File: src/rtl/regfile_operand_stage.sv
// regfile_operand_stage: operand-fetch stage with write-back forwarding, register-0 zeroing and a valid/ready output register
// Ports:
//   clock, ctrl_reset_n          clock and asynchronous active-low reset
//   in_valid/in_ready/in_rs1/2   decode-side handshake and source indices
//   ctrl_readRegA/B              register file read-port selects (combinational copy of in_rs1/2)
//   data_readRegA/B              register file read-port data (valid in the same cycle)
//   wb_en/wb_reg/wb_data         write landing in the register file at the next edge
//   flush                        discard held operands and any same-cycle capture
//   out_valid/out_ready/out_*    execute-side handshake, held indices and operands
//   bypass_cnt                   saturating count of forwarded operands
module regfile_operand_stage #(
    parameter int DATA_WIDTH = 32,
    parameter int ADDR_WIDTH = 5
) (
    input  logic                  clock,
    input  logic                  ctrl_reset_n,
    input  logic                  in_valid,
    output logic                  in_ready,
    input  logic [ADDR_WIDTH-1:0] in_rs1,
    input  logic [ADDR_WIDTH-1:0] in_rs2,
    output logic [ADDR_WIDTH-1:0] ctrl_readRegA,
    output logic [ADDR_WIDTH-1:0] ctrl_readRegB,
    input  logic [DATA_WIDTH-1:0] data_readRegA,
    input  logic [DATA_WIDTH-1:0] data_readRegB,
    input  logic                  wb_en,
    input  logic [ADDR_WIDTH-1:0] wb_reg,
    input  logic [DATA_WIDTH-1:0] wb_data,
    input  logic                  flush,
    output logic                  out_valid,
    input  logic                  out_ready,
    output logic [ADDR_WIDTH-1:0] out_rs1,
    output logic [ADDR_WIDTH-1:0] out_rs2,
    output logic [DATA_WIDTH-1:0] out_opA,
    output logic [DATA_WIDTH-1:0] out_opB,
    output logic [15:0]           bypass_cnt
);
    logic                  capture;
    logic                  hold;
    logic                  wb_live;
    logic                  cap_fwd_a;
    logic                  cap_fwd_b;
    logic                  hold_fwd_a;
    logic                  hold_fwd_b;
    logic [1:0]            fwd_inc;
    logic [16:0]           cnt_sum;
    logic [DATA_WIDTH-1:0] op_a_next;
    logic [DATA_WIDTH-1:0] op_b_next;

    assign ctrl_readRegA = in_rs1;
    assign ctrl_readRegB = in_rs2;
    assign in_ready      = !out_valid || out_ready;
    assign capture       = in_valid && in_ready && !flush;
    assign hold          = out_valid && !out_ready && !flush;
    // a write to register 0 is discarded by the register file, so it never forwards
    assign wb_live       = wb_en && wb_reg != '0;
    assign cap_fwd_a     = wb_live && wb_reg == in_rs1;
    assign cap_fwd_b     = wb_live && wb_reg == in_rs2;
    assign hold_fwd_a    = wb_live && wb_reg == out_rs1;
    assign hold_fwd_b    = wb_live && wb_reg == out_rs2;

    // the read port still shows the pre-write value at the write edge, so a matching write wins
    always_comb begin
        op_a_next = in_rs1 == '0 ? '0 : cap_fwd_a ? wb_data : data_readRegA;
        op_b_next = in_rs2 == '0 ? '0 : cap_fwd_b ? wb_data : data_readRegB;
        fwd_inc   = capture ? {1'b0, cap_fwd_a} + {1'b0, cap_fwd_b}
                  : hold    ? {1'b0, hold_fwd_a} + {1'b0, hold_fwd_b}
                  : 2'd0;
        cnt_sum   = {1'b0, bypass_cnt} + {15'd0, fwd_inc};
    end

    always_ff @(posedge clock or negedge ctrl_reset_n) begin
        if (!ctrl_reset_n) begin
            out_valid  <= 1'b0;
            out_rs1    <= '0;
            out_rs2    <= '0;
            out_opA    <= '0;
            out_opB    <= '0;
            bypass_cnt <= '0;
        end else begin
            out_valid  <= !flush && (capture || (out_valid && !out_ready));
            bypass_cnt <= cnt_sum[16] ? '1 : cnt_sum[15:0];
            if (capture) begin
                out_rs1 <= in_rs1;
                out_rs2 <= in_rs2;
                out_opA <= op_a_next;
                out_opB <= op_b_next;
            end else if (hold) begin
                // keep a stalled operand current with the register it names
                if (hold_fwd_a) out_opA <= wb_data;
                if (hold_fwd_b) out_opB <= wb_data;
            end
        end
    end
endmodule
File: config.mk
export PLATFORM = sky130hd
export DESIGN_NAME = regfile_operand_stage
export DESIGN_NICKNAME = d
export VERILOG_FILES = /design/src/rtl/regfile_operand_stage.sv
export SDC_FILE = /design/constraint.sdc
export NUM_CORES = 1
export LEC_CHECK = 0
export ABC_AREA = 1
export CORE_MARGIN = 3
export CORE_UTILIZATION = 30
export CTS_CLUSTER_DIAMETER = 60
export DETAILED_ROUTE_END_ITERATION = 16
export SYNTH_ARGS = -nofsm -noshare
export SYNTH_HDL_FRONTEND = slang
export SYNTH_SLANG_ARGS = --single-unit
File: constraint.sdc
create_clock -name clock -period 2.85 [get_ports clock]
set_input_delay 0.285 -clock clock [delete_from_list [all_inputs] [get_ports clock]]
set_output_delay 0.285 -clock clock [all_outputs]
set_load 0.02 [all_outputs]
Yosys cells after proc, flatten, opt, wreduce, memory -nomap -nowiden

Cells that the tools add are included.

Add/subtract/negate cells: 3
Equality and inequality tests: 4
Muxes and demuxes: 13
Reduce and logical (&&, ||, !) cells: 23

Operators by type and width:

| kind                   | count |
|---|---|
| two-way mux 32 bit     | 10 |
| == test 5 bit          | 4 |
| adder 16 x 2 -> 17 bit | 1 |
| two-way mux 16 bit     | 1 |
| logical AND 1 bit      | 10 |
| logical NOT 5 bit      | 2 |
| nonzero test 2 bit     | 3 |
| nonzero test 5 bit     | 1 |
| adder 1 x 1 -> 2 bit   | 2 |
| two-way mux 2 bit      | 2 |
| AND reduction 2 bit    | 2 |
| logical NOT 1 bit      | 3 |
| logical OR 1 bit       | 2 |

Register bits after elaboration: 91
Input port bits: 117
Word-level logic and storage cells: 49

Longest topological paths before layout

Gate-level depths: netlist of the first run.

Depth in word-level cells: 8
Depth in mapped cells: 22

Worst setup path after synthesis of the first run

No wires, ideal clock.

Kind: input -> register
Start: input wb_reg[0]
End: register bypass_cnt[7]
Library setup time: 0.118 ns
Data arrival time: 2.816 ns
Setup slack: -0.085 ns
Stages: 22
Buffers on the path: 3
Cell sequence: buf_4 nor2_1 nand3_1 nand2_2 inv_2 nand3_2 buf_6 buf_6 inv_1 ha_1 a22o_1 ha_1 fa_1 nand2_1 nor2_1 nand2_1 nor2_1 nand2_1 inv_2 nand2_1 o21ai_0 a21o_1

Longest elaborated chain between the ends: 8
Elaborated cells on any way between the ends: 16
Those cells by class: add/sub: 3; eq/ne: 4; mux: 3; reduce/logical: 6

Ends and longest elaborated chain:

| what                                        | RTL line | RTL |
|---|---|---|
| from (decl)                                 | 26       | `input logic [ADDR_WIDTH-1:0] wb_reg,` |
| nonzero test 5 bit                          | 55       | `assign wb_live = wb_en && wb_reg != '0;` |
| logical AND 1 bit                           | 55       |  |
| logical AND 1 bit, on equally long branches | 58, 59   |  |
| adder 1 x 1 -> 2 bit                        | 66       | `: hold ? {1'b0, hold_fwd_a} + {1'b0, hold_fwd_b}` |
| two-way mux 2 bit                           | 66       |  |
| two-way mux 2 bit (*)                       | 65       | `fwd_inc = capture ? {1'b0, cap_fwd_a} + {1'b0, cap_fwd_b}` |
| adder 16 x 2 -> 17 bit (*)                  | 68       | `cnt_sum = {1'b0, bypass_cnt} + {15'd0, fwd_inc};` |
| two-way mux 16 bit (*)                      | 81       | `bypass_cnt <= cnt_sum[16] ? '1 : cnt_sum[15:0];` |
| to (signal assigned)                        | 81       |  |
| to (decl)                                   | 35       | `output logic [15:0] bypass_cnt` |

Every way passes the cells marked *; elsewhere a longest branch is shown, timed or not.
A chain may end at the register's enable or synchronous reset.

Worst setup path after layout of the first run

Start: register out_rs1[2]
End: register bypass_cnt[7]

Longest elaborated chain between the ends: 7

Ends and longest elaborated chain:

| what                   | RTL line | RTL |
|---|---|---|
| from (decl)            | 31       | `output logic [ADDR_WIDTH-1:0] out_rs1,` |
| from (signal assigned) | 83       | `out_rs1 <= in_rs1;` |
| == test 5 bit          | 58       | `assign hold_fwd_a = wb_live && wb_reg == out_rs1;` |
| logical AND 1 bit      | 58       |  |
| adder 1 x 1 -> 2 bit   | 66       |  |
| two-way mux 2 bit      | 66       |  |
| two-way mux 2 bit      | 65       |  |
| adder 16 x 2 -> 17 bit | 68       |  |
| two-way mux 16 bit     | 81       |  |

Every way passes these cells.

==> metrics.csv, run 1 <==
metric,value,unit
hpwl dp,15.2,mm
first-pass GRT wire length,33.5,mm
TritonRoute pass-1 iters,5,
Inst Count DP,1484,
vias in the first global route,6327,
"count leader, synth",nand2_1,
yosys synthesis warning count,0,
fin cells,1502,
"Hold Violations, Final",0,
number of I/O port buffers,218,
Starting Density,30.9,%
pin count of the biggest net entering global routing,65,
RR Endpoint,bypass_cnt[7],
clock root buffer,clkbuf_16,
die width,151,um
#FFs+latches synth,91,
die area,0.0228,sq mm
status,"finished, final reports clean",
CP cell instances,xor2_2 -> a21oi_2 -> nand3_2 -> nor3_2 -> ha_1 -> a22o_1 -> ha_2 -> fa_2 -> nand2_2 -> nor2_2 -> nand2_1 -> nor2_2 -> nand2_1 -> inv_2 -> nand2_2 -> o21ai_0 -> a21o_1,
top-area cell type share of the netlist area,36.1,%
"Worst Path Class, Setup",flop to flop,
leading area contributor after synthesis,dfrtp_1,
"Seq/Total Area, Yosys",36.1,%
fmax,0.371,GHz
Starting DRT DRC Count,242,
Worst-path clk slew,0.07,ns
I/O Pins,219,
fraction of registers with async set/reset,100,%
clock sink count,91,
Tightest Pin Transition,0.798,ns
Final Core Density,44.7,%
Max Clock Skew,0.00823,ns
Filler Cells Inserted,2149,
Syn Inst Count,1016,
drt drc,0,
ant diodes,0,
gr usage total,18.6,%
R2R Setup Slk,0.15,ns
RePlAce Congestion,0.857,
"Slowest-stage cell, CP",dfrtp_1,
"Largest stage delay, worst path",0.41,ns
RSZ-0062 raised after global routing,no,
Clock Path Buffers,2,
area grow syn2layout,44.8,%
Final Instance Area,0.00914,sq mm
NumNets Final,1351,
Period minus WS final,2.70,ns
Hold Path Class,primary input to async pin,
Yosys cell types,32,
vias post-DR,6576,
Synth top cells by count,"nand2_1, inv_1, dfrtp_1, nor2_1, nand4_1",
Post-synth EDFFs,0,
max cap viols,0,
grt ovf,0,
peak supply drop,0.334,mV
pwr dens,493,mW/mm^2
Worst Reg2Reg Path Length in Cells,17,
worst r2r src,out_rs1[2],
Avg Inst Size Synth,6.21,sq um
Vias per Instance,4.38,
CTS buffer count,9,
drt wl/cell,14.1,um
"top cells by area, synth","dfrtp_1, nand2_1, inv_1, nor2_1, nand4_1",
DP Area,0.00879,sq mm
Die Ht,151,um
layout cells sized above 1,7.87,%
Critical Path RT,3.08,ns
remaining antenna violation count,0,
Slew HR,46.8,%
Clock Latency Late Sink,0.34,ns
Core Footprint,0.0204,sq mm
CTS tree,built,
Final setup viols,0,
Crit path buffers/inverters,1,
Final Slew Violations,0,
"CP delay by family, top",adder cells,
predominant post-synthesis flop cell,dfrtp_1,
crit end category,flop,
Critical Path Source Type,flop,
Synth Cell Area,0.00631,sq mm
Cell Rows,52,
Leakage,5.06,nW
setup TNS,0,ns
period utilization,94.7,%
Routed WL,21.2,mm
initial antenna violation count,1,
WP data arrival,2.93,ns
htree depth,3,
worst-path fanout max,4,
Synth Net Count,1138,
==> layout by cell type, fill, tap and decap left out, types with 12 or more instances in the layout <==
cell	instances
nand3_1	16
nor2_1	80
nand2_2	15
buf_4	39
o21ai_0	14
clkdlybuf4s50_1	212
dfrtp_1	91
clkinv_1	32
xor2_1	12
nand2_1	491
nand4_1	35
inv_1	123
==> registers in the layout, indices dropped and copies added (netlist names) <==
| signal | cells |
|---|---|
| bypass_cnt | 16 |
| out_opA | 32 |
| out_opB | 32 |
| out_rs1 | 5 |
| out_rs2 | 5 |
| out_valid | 1 |
==> power breakdown <==
part           leakage (nW)  switching (mW)  total [mW]  internal [mW]
clock network         0.141           0.521        1.21          0.693
logic                  3.75           0.870        1.63          0.761
registers              1.16           0.146        1.66           1.52
==> stage by stage <==
step | total power, mW | hold WS, ns | setup slack (ns)
after floorplan | 2.45 | -0.0106 | 0.00404
after global placement | 3.31 | 0.332 | -0.430
after detailed placement | 3.32 | 0.337 | -0.466
after CTS | 4.57 | 0.482 | 0.00682
after global routing | 4.79 | 0.496 | 0.0273
final | 4.51 | 0.478 | 0.151
==> metal layers <==
| metal | part of all wire [%] | GRT usage [%] | up-vias |
|---|---|---|---|
| li1 | - | - | 3412 |
| met1 | 45 | 24.6 | 2958 |
| met4 | 1.5 | 5.08 | 2 |
| met2 | 46 | 30.7 | 184 |
| met5 | 0.042 | 0 | - |
| met3 | 6.8 | 4.04 | 20 |
==> kinds of logic (layout without fill, tap and decap cells) <==
logic type	after synthesis	in the layout	share of synthesized area, %
DFF	91	91	36.1
AOI/OAI and AO/OA	23	23	2.02
buffers and inverters	223	439	15.8
adders and majority gates	5	5	1.11
and+or+nand+nor	653	653	42.1
xor gates and xnor gates	21	21	2.91
==> how the worst max path moves through the flow <==
stage / slack (ns) / from / to / cells after the start
floorplan: 0.004 / wb_reg[1] / bypass_cnt[7] / 22
detailed placement: -0.47 / wb_reg[3] / bypass_cnt[7] / 18
global placement: -0.43 / wb_reg[3] / bypass_cnt[7] / 18
finish: 0.15 / out_rs1[2] / bypass_cnt[7] / 17
CTS: 0.007 / wb_reg[2] / bypass_cnt[7] / 18
global route: 0.03 / out_rs1[2] / bypass_cnt[7] / 17
==> layout make-up <==
cell class                 count  area, sq um  share of cell area (%)
clock buffer                  11          243                    2.66
clock inverter                 3         40.0                   0.438
inverter                     165          622                    6.81
multi-input combinational    702         3080                    33.8
sequential                    91         2280                    24.9
tap                          270          338                    3.70
timing repair buffer         260         2530                    27.7
==> timing repair <==
item,4_1_cts,5_1_grt
hold endpoints to repair,41,0
hold buffers,1,0
gates resized for setup,4,8
gates cloned,0,0
pin swaps,0,5
endpoints found under the setup margin,15,16
setup buffers,0,3
Power figures use the tool's default switching activity.
==> inputs of run 2 (changes only) <==
==> constraint.sdc (replaced) <==
create_clock -name clock -period 2.5 [get_ports clock]
set_input_delay 0.25 -clock clock [delete_from_list [all_inputs] [get_ports clock]]
set_output_delay 0.25 -clock clock [all_outputs]
set_load 0.02 [all_outputs]
==> run 2 against run 1 <==
- the run now ends with negative setup slack left
- global-route usage decreased by 0.20 points
- cell count rose by 1.6%
- wire length increased by 0.36%
- largest power group is now combinational cells
- die area is the same
- critical path type unchanged
- via count grew 2.2%
- power increased by 16%
- first-iteration DRC count shrank 12%
==> metrics.csv, run 2 (same netlist as run 1, synthesis figures left out) <==
metric,value,unit
status,finished with violations,
failing checks,negative setup slack,
Starting DRT DRC Count,214,
Filler Cells Inserted,2174,
Clk pwr share,27.1,%
number of I/O port buffers,218,
Largest regs,"out_opA x32, out_opB x32, bypass_cnt x16",
Slew HR,46.9,%
Final Instance Area,0.00944,sq mm
clock sink count,91,
Max Clock Skew,0.00604,ns
worst-path fanout max,4,
WP data arrival,2.88,ns
"commonest non-fill, non-tap cell in the layout",nand2_1,
Internal,3.44,mW
die area,0.0228,sq mm
Critical Path Source Type,flop,
Vias per Instance,4.40,
ant diodes,0,
Clock Path Buffers,2,
vias post-DR,6718,
"Worst Path Class, Setup",flop to flop,
Core Footprint,0.0204,sq mm
Multi-input gate area,0.00318,sq mm
layout cells sized above 1,11.6,%
Sw Pwr,1.79,mW
pin count of the biggest net entering global routing,65,
met2 WL,9.66,mm
TritonRoute pass-1 iters,5,
RePlAce Congestion,0.825,
htree depth,3,
DP Area,0.00898,sq mm
RSZ-0062 raised after global routing,yes,
Worst-path clk slew,0.07,ns
Period minus WS final,2.64,ns
Starting Density,30.9,%
hpwl dp,15.0,mm
max cap viols,0,
Final Core Density,46.2,%
grt ovf,0,
initial antenna violation count,0,
Die Ht,151,um
fmax,0.379,GHz
Critical Path RT,2.74,ns
vias in the first global route,6262,
dpl ws,-0.704,ns
drt drc,0,
crit end category,flop,
NumNets Final,1373,
remaining antenna violation count,0,
M1 WL,9.53,mm
top layer in use,met4,
sequential power share,36.1,%
Cell Rows,52,
Sw Share,34.2,%
Leakage,5.22,nW
Final setup viols,14,
Hold Path Class,primary input to flop,
storage element area,0.00228,sq mm
CTS buffer count,9,
first-pass GRT wire length,32.9,mm
area grow syn2layout,49.6,%
CTS tree,built,
total power,5.23,mW
peak supply drop,0.279,mV
pwr dens,554,mW/mm^2
Comb power frac,36.8,%
period utilization,106,%
met3 wire len,1.67,mm
die width,151,um
setup TNS,-0.576,ns
I/O Pins,219,
drt wl/cell,14.0,um
gr usage total,18.4,%
most frequent cells in the layout,"nand2_1, clkdlybuf4s50_1, inv_1",
clock root buffer,clkbuf_16,
"Hold Violations, Final",0,
Routed WL,21.3,mm
fin worst setup slack,-0.142,ns
Clock Latency Late Sink,0.34,ns
Tightest Pin Transition,0.796,ns
Final Slew Violations,0,
[run 2: cell count changes in the layout (fill, tap and decap cells not counted), sizes merged]
cell / before / now
clkbuf: 11 / 13
buf: 42 / 64
clkinv: 34 / 35
clkinvlp: 0 / 1
dlygate4sd2: 4 / 2
inv: 133 / 134
clkdlybuf4s50: 212 / 211
[run 2: through the flow]
stage                     hold WS, ns  instances
after floorplan               -0.0456       1016
after global placement          0.228       1504
after detailed placement        0.228       1504
after CTS                       0.389       1522
after global routing            0.297       1526
final                           0.247       1526
[run 2: power groups by stage]
stage / clock (mW) / combinational [mW] / sequential [mW]
after global routing: 1.52 / 2.11 / 1.92
after detailed placement: 0 / 1.93 / 1.91
final: 1.42 / 1.93 / 1.89
after global placement: 0 / 1.91 / 1.92
after CTS: 1.47 / 1.94 / 1.89
after floorplan: 0 / 0.583 / 2.22
[run 2: area by class of cell]
class	count	share of cell area (%)
inverters	165	6.64
well taps	270	3.58
clock buffers	10	2.53
multi-input cells	702	33.6
clock inverters	6	0.689
flip-flops and latches	91	24.1
repair buffers	282	28.8
[run 2: path summary, 6_finish.rpt]
check	start	endpoint	slack (ns)	cells after the start
worst min-delay path	in_rs1[1]	out_rs1[1]	0.25	3
worst max register to register	out_rs1[2]	bypass_cnt[7]	-0.14	17
worst max-delay path	out_rs1[2]	bypass_cnt[7]	-0.14	17
max in group asynchronous	ctrl_reset_n	out_opA[6]	1.49	3
min in group asynchronous	ctrl_reset_n	out_opB[23]	0.39	2
worst min register to register	out_opB[28]	out_opB[28]	0.48	2
[run 2: what timing repair did]
action,CTS,global route
gates resized for setup,16,28
endpoints found under the setup margin,16,16
hold buffers,1,0
pin swaps,11,2
cloned,0,0
setup buffers,1,4
endpoints found under the hold margin,28,0
[run 2: routing by layer]
metal  vias up  track usage, %
met5         -               0
met3        27            4.01
met2       218            30.1
li1       3452               -
met1      3021            24.3
met4         0            5.67
[run 2: critical path: stages, from the launching register on]
cell and delay (ns):
dfrtp_1 0.40, xor2_2 0.16, a21oi_2 0.11, nand3_1 0.10, nor3_2 0.11, ha_1 0.24
a22o_1 0.21, ha_2 0.18, fa_2 0.36, nand2_2 0.07, nor2_2 0.05, nand2_2 0.07
nor2_4 0.05, nand2_2 0.08, inv_2 0.05, nand2_2 0.07, o21ai_1 0.07, a21o_1 0.15
==> inputs of run 3 (changes only) <==
--- a/config.mk
+++ b/config.mk
@@ -6,9 +6,8 @@
 export NUM_CORES = 1
 export LEC_CHECK = 0
 export ABC_AREA = 1
-export CORE_MARGIN = 3
+export CORE_MARGIN = 1
 export CORE_UTILIZATION = 30
-export CTS_CLUSTER_DIAMETER = 60
 export DETAILED_ROUTE_END_ITERATION = 16
 export SYNTH_ARGS = -nofsm -noshare
 export SYNTH_HDL_FRONTEND = slang
==> run 3 against run 2 <==
- the run still ends with negative setup slack left
- sequential share of layout area is 0.28 points higher
- critical endpoint unchanged
- register-to-register slack worse by 0.03 ns
- largest power group unchanged
- hold slack better by 0.16 ns
- first-iteration DRC count is 11% higher
- clock-buffer cell count is 1 higher
- final area is 1.2% lower
==> metrics.csv, run 3 (same netlist as run 1, synthesis figures left out) <==
metric,value,unit
status,finished with violations,
failing checks,negative setup slack,
CP cell instances,inv_1 -> nand2_1 -> a21oi_2 -> nand3_1 -> nor3_2 -> ha_1 -> a22o_1 -> ha_2 -> fa_2 -> nand2_2 -> nor2_2 -> nand2_2 -> nor2_4 -> nand2_2 -> inv_2 -> nand2_4 -> o21ai_2 -> a21o_1,
die area,0.0216,sq mm
WP data arrival,2.91,ns
drt wl/cell,13.8,um
"Worst Path Class, Setup",flop to flop,
met3 wire len,1.49,mm
critical path's most frequent cell,nand2_2,
Die Ht,147,um
"commonest non-fill, non-tap cell in the layout",nand2_1,
"Largest stage delay, worst path",0.41,ns
Critical Path Source Type,flop,
Final setup viols,15,
M1 WL,9.47,mm
grt ovf,0,
area grow syn2layout,47.9,%
Worst-path clk slew,0.07,ns
Critical Path RT,2.74,ns
drt drc,0,
remaining antenna violation count,0,
Cell Rows,52,
Clock Latency Late Sink,0.34,ns
Tightest Pin Transition,0.774,ns
pin count of the biggest net entering global routing,65,
Routed WL,20.9,mm
clock sink count,91,
Slew HR,48.4,%
Leakage,5.17,nW
NumNets Final,1367,
"Slowest-stage cell, CP",dfrtp_1,
ant diodes,0,
top layer in use,met4,
vias post-DR,6667,
Hold Path Class,primary input to async pin,
first-pass GRT wire length,33.9,mm
Max Clock Skew,0.00932,ns
crit end category,flop,
worst-path fanout max,4,
Core Footprint,0.0204,sq mm
Starting DRT DRC Count,237,
CTS tree,built,
hpwl dp,14.8,mm
htree depth,3,
Largest regs,"out_opA x32, out_opB x32, bypass_cnt x16",
gr usage total,19.9,%
number of I/O port buffers,218,
Final Slew Violations,0,
met2 WL,9.85,mm
pwr dens,550,mW/mm^2
CTS buffer count,9,
RSZ-0062 raised after global routing,yes,
fin worst setup slack,-0.171,ns
period utilization,107,%
vias in the first global route,6597,
I/O Pins,219,
die width,147,um
Final Core Density,45.7,%
Worst Reg2Reg Path Length in Cells,18,
most frequent cells in the layout,"nand2_1, clkdlybuf4s50_1, inv_1",
clock root buffer,clkbuf_16,
"Hold Violations, Final",0,
Clock Path Buffers,2,
Period minus WS final,2.67,ns
Vias per Instance,4.39,
peak supply drop,0.286,mV
fmax,0.374,GHz
initial antenna violation count,0,
max cap viols,0,
Starting Density,30.9,%
RePlAce Congestion,0.858,
Final Instance Area,0.00934,sq mm
DP Area,0.00892,sq mm
TritonRoute pass-1 iters,4,
layout cells sized above 1,10.2,%
-- run 3: changes by cell type in the layout (fill, tap and decap cells not counted), sizes merged --
cell	delta
clkinvlp	+1
clkinv	-1
clkdlybuf4s50	+1
clkbuf	-2
dlygate4sd2	+3
buf	-6
bufinv	-1
dlymetal6s2s	-1
-- run 3: area by class of cell --
class | count | area, sq um
fillers | 2200 | 11100
multi-input cells | 702 | 3130
repair buffers | 276 | 2670
flip-flops and latches | 91 | 2280
inverters | 165 | 627
well taps | 270 | 338
clock buffers | 11 | 253
clock inverters | 5 | 37.5
-- run 3: report_power, final --
part           switching [mW]  internal (mW)
registers               0.158           1.73
logic                    1.00          0.907
clock network           0.613          0.731
total                    1.77           3.37
-- run 3: worst paths after layout --
kind	slack [ns]	from	to
max	-0.17	out_rs1[3]	bypass_cnt[7]
min	0.40	ctrl_reset_n	out_opB[6]
max reg2reg	-0.17	out_rs1[3]	bypass_cnt[7]
min reg2reg	0.48	out_opB[10]	out_opB[10]
max in group asynchronous	1.43	ctrl_reset_n	out_opB[28]
min in group clock	0.48	out_opB[10]	out_opB[10]
-- run 3: what timing repair did --
item,in CTS,in global routing
pin swaps,12,6
setup buffers,4,2
endpoints found under the setup margin,16,16
hold buffers,1,0
resized for setup,21,6
hold endpoints to repair,31,0
cloned,0,0
-- run 3: stage by stage --
step           power (mW)  TNS (ns)  std cells  setup slack, ns  hold slack, ns
2_1_floorplan        2.80     -2.71       1016           -0.219         -0.0456
3_3_place_gp         3.82    -10.50       1497           -0.728           0.233
3_5_place_dp         3.83    -10.88       1497           -0.753           0.241
4_1_cts              5.21     -2.24       1518           -0.208           0.419
5_1_grt              5.46     -4.61       1520           -0.362           0.447
6_report             5.14     -1.66       1520           -0.171           0.403
-- run 3: layer usage --
metal  vias up  GRT usage [%]
met3         6           3.88
li1       3439              -
met2       189           32.8
met1      3033           26.1
met5         -              0
met4         0           6.03
-- run 3: critical path, delay by kind of cell, from the launching register on --
| kind | cells | cell delay [ns] |
|---|---|---|
| fa+ha+maj | 3 | 0.82 |
| simple gates | 9 | 0.65 |
| compound gates | 4 | 0.56 |
| flops | 1 | 0.41 |
| buf+inv | 2 | 0.13 |
==> patch: new RTL, settings of run 1 <==
Change the parameter `DATA_WIDTH` from 32 to 48.
--- a/src/rtl/regfile_operand_stage.sv
+++ b/src/rtl/regfile_operand_stage.sv
@@ -10,5 +10,5 @@
 //   bypass_cnt                   saturating count of forwarded operands
 module regfile_operand_stage #(
-    parameter int DATA_WIDTH = 32,
+    parameter int DATA_WIDTH = 48,
     parameter int ADDR_WIDTH = 5
 ) (
Ports: changed (5 resized); port bits go from 219 to 299. No check against the original RTL was run, so the function may have changed too.
==> patch against run 1 <==
Clock skew grew 2.2 ps; via count is 29% higher; sequential power grew 46%; setup slack gained 41 ps; total power up 63%; routed wire length increased by 29%; cell area up 30%; register-to-register slack better by 140 ps; largest cell class unchanged; synthesized area rose by 26%; worst hold slack got worse by 51 ps; sequential cell count increased by 32.
==> patch: results <==
group,metric,value,unit
global_route,grt_first_pass_wirelength,43900,um
detailed_routing,routed_via_density,4.42,
final_layout,num-multi-input-gates,966,
final_layout,inverters,132,
place,dp_hpwl,19200,um
run_status,outcome,"finished, final reports clean",
final_layout,seq_share,25.8,%
clock_network,numCtsBuffers,17,
synth,synth_area_leaders,"dfrtp_1 (39%), nand2_1 (32%), nor2_1 (10%), inv_1 (6.0%), buf_2 (2.1%)",
timing,tightest_slew,1130,ps
place,dpl_cell_area,11200,um2
global_route,grt_util_met3,4.69,%
final_layout,reg_top3,"out_opA x48, out_opB x48, bypass_cnt x16",
final_layout,final-clk-cell-share,5.20,%
worst_setup_path,crit_path_start,"wb_reg[2]",
final_layout,bufAreaShareNonClock,28.1,%
clock_network,htree_num_levels,4,
pwr,ir_drop,0.336,mV
worst_setup_path,rrSetupSlack,290,ps
detailed_routing,wl_met2,12900,um
final_layout,num_antenna_cells,2,
place,finalWeightedCongestion,0.838,
worst_setup_path,crit_end,"bypass_cnt[12]",
detailed_routing,met3_length,2080,um
detailed_routing,wl_per_cell,14.3,um
worst_setup_path,r2r_start,"out_rs1[2]",
final_layout,nets,1746,
global_route,grt_max_degree,97,
final_layout,nFillCells,2623,
worst_setup_path,arrival,2990,ps
global_route,grt_pass1_vias,8222,
clock_network,worstSkewPairLatency,410,ps
final_layout,layout-drive-gt1-share,5.54,%
synth,syn-mean-instance-area,6.14,um2
synth,synthCells,1295,
global_route,antenna_found_initial,3,
clock_network,cts_root_buf,"clkbuf_16",
final_layout,seq_cells,123,
place,dp.cells,1885,
detailed_routing,finalWirelength,27500,um
final_layout,buffers,336,
detailed_routing,m1WireLength,12000,um
timing,period_needed,2660,ps
worst_setup_path,cp_slowest_stage_delay,520,ps
global_route,use_met1,25.3,%
clock_network,cts_resized,0,
global_route,met2_usage,31.3,%
final_layout,multi_input_area_share,33.2,%
worst_setup_path,cp_top_family,"buffers and inverters",
detailed_routing,drtIter0Drc,534,
place,pre_cts_ws,-426,ps
synth,synth_seq_area_share,38.7,%
synth,syn_nets,1465,
worst_setup_path,crit_path_top_delay_cell,"clkdlybuf4s50_1",
final_layout,nClkBuffers,21,
pwr,leakagePower,6.81,nW
-- patch: cell types whose count changed after synthesis, moves of 3 or more --
cell	delta
buf_1	+3
buf_2	+9
buf_6	+6
clkbuf_1	-3
clkinv_1	-32
dfrtp_1	+32
inv_1	+4
inv_2	-5
nand2_1	+182
nand2_2	-11
nand4_1	-32
nor2_1	+130
-- patch: power by group --
| group | switching, mW | internal [mW] |
|---|---|---|
| Clock | 0.823 | 1.49 |
| Sequential | 0.252 | 2.17 |
| Combinational | 1.37 | 1.23 |
-- patch: cells by family after synthesis --
kind of cell	Yosys count	synth area share [%]
compound gates	22	1.45
xor+xnor	23	2.53
fa+ha+maj	5	0.881
buf+inv	206	12.4
flops	123	38.7
simple gates	916	44.1
-- patch: worst min path at each step --
stage                          to  slack, ps  depth (start not counted)
floorplan           bypass_cnt[0]        -10                          0
global placement      out_opA[27]        330                          1
detailed placement    out_opA[27]        330                          1
CTS                   out_opA[27]        440                          2
global route          out_opA[27]        480                          2
finish                out_opA[27]        430                          2
